[src/rtl/sort_stream_tx.sv]
// sort_stream_tx
// ---------------------------------------------------------------------------
// Transmit end of the sorter array. A frame of N sorted entries is captured
// from the sort-cell chain in a single parallel load and then streamed to the
// downstream consumer one entry per beat.
//
// Build option:
//   SORT_TX_DESCEND_EN  when defined, frames are streamed largest entry first
//                       (index count-1 down to 0); otherwise smallest first.
//
// Ports:
//   clk, rst     clock (rising edge), asynchronous active-high reset
//   sorted_in    N*W   sorted vector, entry i at [i*W +: W], entry 0 smallest
//   load_count   CW    number of valid entries (clamped to N on capture)
//   load_valid   in    sorter presents a frame
//   load_ready   out   frame can be accepted (IDLE and no flush)
//   flush        in    synchronous abort of the current frame
//   out_data     W     current entry
//   out_valid    out   out_data is valid
//   out_ready    in    consumer accepts the beat
//   out_last     out   current beat is the final entry of the frame
//   busy         out   frame in progress
//   frame_cnt    16    completed frames, wraps
//   state_dbg    out   FSM state (0 = IDLE, 1 = SEND)
//
// Handshakes: a transfer happens on a rising edge where valid and ready are
// both high. A producer holding valid keeps its payload stable until ready;
// ready never depends on the opposing valid.
// ---------------------------------------------------------------------------
module sort_stream_tx #(
    parameter int N  = 8,
    parameter int W  = 8,
    parameter int CW = $clog2(N+1)
) (
    input  logic            clk,
    input  logic            rst,
    input  logic [N*W-1:0]  sorted_in,
    input  logic [CW-1:0]   load_count,
    input  logic            load_valid,
    output logic            load_ready,
    input  logic            flush,
    output logic [W-1:0]    out_data,
    output logic            out_valid,
    input  logic            out_ready,
    output logic            out_last,
    output logic            busy,
    output logic [15:0]     frame_cnt,
    output logic            state_dbg
);

    typedef enum logic {
        IDLE = 1'b0,
        SEND = 1'b1
    } state_t;

    state_t           state;
    state_t           state_next;

    logic [N*W-1:0]   cap_q;
    logic [CW-1:0]    cnt_q;
    logic [CW-1:0]    idx_q;

    logic             load_fire;
    logic             beat_fire;
    logic [CW-1:0]    load_cnt_c;
    logic [CW-1:0]    first_idx;
    logic [CW-1:0]    step_idx;
    logic             step_last;

    // Select entry i of a packed vector; written as a compare loop so the
    // index width never has to match the entry-array depth.
    function automatic logic [W-1:0] pick(input logic [N*W-1:0] vec,
                                          input logic [CW-1:0]  i);
        logic [W-1:0] r;
        r = '0;
        for (int j = 0; j < N; j++) begin
            if (i == CW'(j)) r = vec[j*W +: W];
        end
        return r;
    endfunction

    assign state_dbg = state;

    // Clamp the offered count so idx arithmetic can never leave 0..N-1.
    assign load_cnt_c = (load_count > CW'(N)) ? CW'(N) : load_count;

`ifdef SORT_TX_DESCEND_EN
    assign first_idx = load_cnt_c - CW'(1);
    assign step_idx  = idx_q - CW'(1);
    assign step_last = (idx_q == CW'(1));
`else
    assign first_idx = '0;
    assign step_idx  = idx_q + CW'(1);
    assign step_last = (step_idx == cnt_q - CW'(1));
`endif

    // Next-state and handshake decode.
    always_comb begin
        state_next = state;
        load_ready = (state == IDLE) && !flush;
        load_fire  = load_valid && load_ready;
        beat_fire  = out_valid && out_ready;

        case (state)
            IDLE: begin
                // A zero-length frame is consumed and dropped without leaving IDLE.
                if (load_fire && (load_cnt_c != '0)) state_next = SEND;
            end
            SEND: begin
                if (beat_fire && out_last) state_next = IDLE;
            end
            default: state_next = IDLE;
        endcase

        if (flush) state_next = IDLE;
    end

    always_ff @(posedge clk or posedge rst) begin
        if (rst) begin
            state <= IDLE;
        end else begin
            state <= state_next;
        end
    end

    // Capture buffer and registered output stage. flush wins over load and
    // beat transfer; outputs only move on a transfer, so a stalled beat holds.
    always_ff @(posedge clk or posedge rst) begin
        if (rst) begin
            cap_q     <= '0;
            cnt_q     <= '0;
            idx_q     <= '0;
            out_data  <= '0;
            out_valid <= 1'b0;
            out_last  <= 1'b0;
            busy      <= 1'b0;
            frame_cnt <= '0;
        end else if (flush) begin
            out_valid <= 1'b0;
            out_last  <= 1'b0;
            busy      <= 1'b0;
        end else if (load_fire) begin
            cap_q <= sorted_in;
            cnt_q <= load_cnt_c;
            idx_q <= first_idx;
            if (load_cnt_c != '0) begin
                out_valid <= 1'b1;
                busy      <= 1'b1;
                out_data  <= pick(sorted_in, first_idx);
                out_last  <= (load_cnt_c == CW'(1));
            end
        end else if (beat_fire) begin
            if (out_last) begin
                out_valid <= 1'b0;
                out_last  <= 1'b0;
                busy      <= 1'b0;
                frame_cnt <= frame_cnt + 16'd1;
            end else begin
                idx_q    <= step_idx;
                out_data <= pick(cap_q, step_idx);
                out_last <= step_last;
            end
        end
    end

endmodule

[config.mk]
export PLATFORM = sky130hd
export DESIGN_NAME = sort_stream_tx
export DESIGN_NICKNAME = d
export VERILOG_FILES = /design/src/rtl/sort_stream_tx.sv
export SDC_FILE = /design/constraint.sdc
export NUM_CORES = 1
export LEC_CHECK = 0
export BUFFER_PORTS_ARGS = -buffer_cell sky130_fd_sc_hd__buf_2
export CORE_ASPECT_RATIO = 1.4
export CORE_MARGIN = 3
export CORE_UTILIZATION = 45
export DETAILED_ROUTE_END_ITERATION = 8
export PLACE_DENSITY = 0.66
export SETUP_SLACK_MARGIN = 0.1
export SLEW_MARGIN = 15
export SYNTH_ARGS = -nofsm -noshare
export SYNTH_HDL_FRONTEND = slang
export SYNTH_SLANG_ARGS = --single-unit
[constraint.sdc]
create_clock -name clk -period 8.6 [get_ports clk]
set_input_delay 1.72 -clock clk [delete_from_list [all_inputs] [get_ports clk]]
set_output_delay 1.72 -clock clk [all_outputs]
set_load 0.01 [all_outputs]
Word-level counts from Yosys, hierarchy flattened
Cells that the tools add are included.

Bits in registers: 99. Bits in latches: 0. Bits in writable memories: 0. Memory bits (read-only): 0. Input port bits: 73. Output and inout bits: 29. Logic and storage cells: 74. Memories: 0.

Add/sub/neg operators: 3. $mul: 0. Divide/modulo/power cells: 0. $lt $le $gt $ge: 1. Equality and inequality tests: 12. Shifts and indexed selects: 0. Muxes and demuxes: 30. Bitwise logic cells: 3. Reduce and logical (&&, ||, !) cells: 17.

Operators with widths (number): 8-bit two-way mux (12); 16-bit by 1-bit adder with 16-bit output, second input constant (1); 4-bit by 3-bit equality test with 1-bit output, second input constant (4); 4-bit two-way mux (4); 1-bit two-way mux (13); 4-bit by 1-bit equality test with 1-bit output, second input constant (2); 4-bit by 2-bit equality test with 1-bit output, second input constant (2); 4-bit AND reduction (2); 3-bit AND reduction (2); 3-bit nonzero test (2); 1-bit logical AND (5); 4-bit by 1-bit adder with 4-bit output, second input constant (1); 4-bit equality test (1); 4-bit > comparator, second input constant (1); 4-bit logical NOT (1); 2-bit by 1-bit inequality test with 1-bit output, second input constant (2); 2-bit AND reduction (2); 4-bit nonzero test (1); 4-bit by 1-bit subtractor with 4-bit output, second input constant (1); 3-bit by 2-bit inequality test with 1-bit output, second input constant (1); 1-bit NOT (3); 1-bit case mux with 2 select lines (1); 2-bit nonzero test (1); 1-bit logical NOT (1).

Depth between registers and ports, before layout
Depth in word-level cells: 13. Depth in mapped cells: 9. Gate-level depth less buffers: 7.

Worst setup path after synthesis
OpenSTA, ideal clock, no wires.

Path type: input to output. Start: in flush. End: out load_ready. Arrival time: 2.051 ns. Required time: 6.880 ns. Path slack: 4.829 ns. Stages on the path: 2. Path buffers: 1. Path through: buf_2 -> nor2_1.

Longest elaborated chain between the ends: 2.

RTL lines: from (decl) (RTL line 41) `input logic flush,`; 1-bit logical NOT (RTL line 100) `load_ready = (state == IDLE) && !flush;`; 1-bit logical AND (RTL line 100); to (decl) (RTL line 40) `output logic load_ready,`.

Every way passes these cells.

Final worst setup path
Same ends and word-level chain as after synthesis.

==> flow_summary_export.csv <==
group,metric,value,unit
outcome,outcome,"completed",
logic_synthesis,synth_compound_area_frac,0.125,
layout,syn_to_final_growth,18.1,%
detailed_routing,wl,11.9,mm
clocking,holdBufCountCts,0,
setup_path,startpoint_type,"primary input",
setup_path,critical_path_class,"primary input to output pin",
logic_synthesis,synth_xor_area_frac,0.0469,
logic_synthesis,synth_nets,633,
detailed_routing,drt_iter0_markers,265,
setup_path,cp_data_required_time,6880,ps
floorplanning,die_h,129,um
layout,antenna_cells,0,
logic_synthesis,ys_ff_latch,99,
logic_synthesis,synth_top_area_cell,"dfrtp_1",
clocking,cts_resized,0,
layout,drive_above_1_share,0.198,
logic_synthesis,yosys-top-cells-area,"dfrtp_1, nand2_1, a21oi_1",
timing,fin_worst_skew,6.45,ps
logic_synthesis,ys_warn_count,0,
pwr,peakVddDrop,0.125,mV
detailed_routing,drtAntennaViolNets,0,
floorplanning,rows,44,
timing,max_freq,259,MHz
clocking,root_buffer,"clkbuf_16",
logic_synthesis,async_flop_share,1.00,
detailed_routing,drt-pass1-iter-count,4,
setup_path,crit_chain,"buf_2, nor2_1, buf_2",
clocking,numCtsBuffers,9,
setup_path,reg2reg_from,"idx_q[0]$_DFFE_PP0P_",
setup_path,crit_path_max_incr_delay,220,ps
pwr,power.leakage,2.89,nW
floorplanning,core_area,0.0105,mm2
pwr,finalPower,1.25,mW
logic_synthesis,synthMuxAreaShare,0.00438,
logic_synthesis,yosys.area_share.simple,0.252,
detailed_routing,wl_per_cell,15.2,um
setup_path,crit_fanout,10,
place,hpwlAfterDp,8.59,mm
timing,finalCritPeriodShare,0.449,
global_route,grt_use_total,0.207,
logic_synthesis,synthTopCellsByCount,"nand2_1, dfrtp_1, a21oi_1",
timing,finalSetupTns,0,ps
setup_path,crit_slowest_cell,"buf_2",
timing,drv_slew,0,
timing,rsz0062_at_grt,"no",
global_route,grt_pass1_wl,19.7,mm
logic_synthesis,post-synth-top-count-cell,"nand2_1",
global_route,grt_pass1_vias,3947,
clocking,cts_sinks,99,
pwr,powerDensity,218,mW/mm2
timing,fin_crit,3860,ps
logic_synthesis,syn_inst,553,
layout,multi_input_area,0.00218,mm2
logic_synthesis,synth_edf_count,0,
place,numPortBuffers,101,
setup_path,reg2reg_setup_slack,6050,ps
setup_path,end_kind,"output pin",
logic_synthesis,synthesis.area,0.00486,mm2
logic_synthesis,ys.flop_type,"dfrtp_1",
timing,worst_pin_slew,867,ps
floorplanning,start_util,0.464,
setup_path,worstSetupStartpoint,"flush",
timing,finalSetupViolCount,0,
layout,final.fill_count,990,
clocking,clock_latency,340,ps
timing,final_hold_viol_count,0,
global_route,grt_antenna_before_repair,0,
logic_synthesis,seq_area_frac_synth,0.510,
place,gp_congestion,0.831,
run,drv_cap,0,
clocking,clock_path_buffers,2,
global_route,globalRouteOverflowTotal,0,
logic_synthesis,yosys.area.top_type_share,0.510,
floorplanning,ios,102,
logic_synthesis,synth_area_per_cell,8.78,um2
logic_synthesis,synthAdderAreaFrac,0.0180,
setup_path,cpMostUsedCell,"buf_2",
clocking,cts_setup_buffers,0,
logic_synthesis,synth_top_family_by_area,"simple AND/OR/NAND/NOR gates",
layout,regArea,0.00248,mm2
worst_hold_path,hold_start,"cap_q[24]$_DFFE_PP0P_",
clocking,clk_pin_slew,70,ps
global_route,grt_max_degree,91,
worst_hold_path,holdCritPathClass,"register to register",
detailed_routing,vias,4057,
layout,fin_nets,716,
floorplanning,dieWidth,93.8,um
detailed_routing,drc,0,
timing,max_slew_margin,0.422,
floorplanning,die-area,0.0121,mm2
setup_path,cp.arrival,2140,ps
clocking,cts_tree,"yes",
clocking,h-tree-depth,3,
detailed_routing,via_per_inst,5.21,
logic_synthesis,yosys.cell_types.count,48,
## cell usage in the layout (no fill, tap or decap), types with 2 or more instances in the layout
| cell type | synthesis | routed |
|---|---|---|
| a21oi_1 | 35 | 35 |
| inv_1 | 20 | 19 |
| and3_1 | 5 | 5 |
| o32ai_1 | 5 | 5 |
| nor4_1 | 3 | 3 |
| dfrtp_1 | 99 | 99 |
| nand3b_1 | 11 | 11 |
| ha_1 | 7 | 7 |
| a32oi_1 | 2 | 2 |
| and2_1 | 2 | 2 |
| clkinv_2 | 0 | 3 |
| o21ai_0 | 20 | 20 |
| o22ai_1 | 9 | 9 |
| o31ai_1 | 2 | 2 |
| nor2_1 | 15 | 15 |
| and4_1 | 4 | 4 |
| nand4_1 | 3 | 3 |
| nand2b_1 | 4 | 4 |
| nand2_1 | 191 | 191 |
| buf_4 | 1 | 3 |
| clkbuf_8 | 0 | 2 |
| nor3_1 | 4 | 4 |
| xnor2_1 | 15 | 15 |
| clkbuf_16 | 0 | 9 |
| a31oi_1 | 4 | 4 |
| nand3_1 | 11 | 11 |
| xor2_1 | 11 | 11 |
| nor2b_1 | 9 | 9 |
| buf_2 | 7 | 101 |
| a211oi_1 | 6 | 6 |
| a221o_1 | 7 | 7 |
## critical path: cells and delay by family
kind,cells,cell delay (ps)
buf+inv,2,360
simple gates,1,60
## where the power goes
part / switching, mW / internal (mW) / total [mW]
sequential: 0.0458 / 0.534 / 0.579
clock: 0.170 / 0.241 / 0.411
combinational: 0.151 / 0.110 / 0.260
## flip-flops by register name, summed over array words and instances, names as in the netlist
register / count
cap_q: 64
frame_cnt: 16
out_data: 8
cnt_q: 4
idx_q: 4
busy: 1
out_last: 1
state_dbg: 1
## cell type report
cell class                      instances  area share
Timing Repair Buffer                  104      0.0920
Clock inverter                          4     0.00850
Inverter                               20      0.0133
Multi-Input combinational cell        402       0.380
Sequential cell                        99       0.432
Tap cell                              138      0.0301
Clock buffer                           12      0.0447
## logic make-up after synthesis
| group | after synthesis |
|---|---|
| multiplexers | 2 |
| AND/OR/NAND/NOR | 271 |
| AO/OA/AOI/OAI | 96 |
| flip-flops | 99 |
| adder cells (fa/ha/maj) | 7 |
| buffers and inverters | 52 |
| XOR/XNOR | 26 |
## final timing paths
path	depth (start not counted)	endpoint
max	3	load_ready
min	2	cap_q[24]$_DFFE_PP0P_
max reg2reg	7	out_data[2]$_DFFE_PP0P_
min reg2reg	2	cap_q[24]$_DFFE_PP0P_
max in group asynchronous	3	out_data[7]$_DFFE_PP0P_
min in group asynchronous	2	frame_cnt[4]$_DFFE_PP0P_
## routing by layer
| layer | vias to the layer above | share of wire | global-route usage |
|---|---|---|---|
| met2 | 113 | 0.48 | 0.323 |
| met1 | 1913 | 0.46 | 0.293 |
| li1 | 2017 | - | - |
| met3 | 14 | 0.047 | 0.0439 |
| met4 | 0 | 0.014 | 0.0587 |
| met5 | - | 0 | 0 |
## through the flow
step	area, um2	hold slack, ps	instances	utilization	setup slack [ps]
detailed placement	5430	460	763	0.519	4740
global placement	5430	454	763	0.519	4740
floorplan	4860	438	553	-	4290
CTS	5740	476	779	0.548	4740
finish	5740	477	779	0.549	4740
global route	5740	498	779	0.549	4710
(Power assumes the default switching activity.)
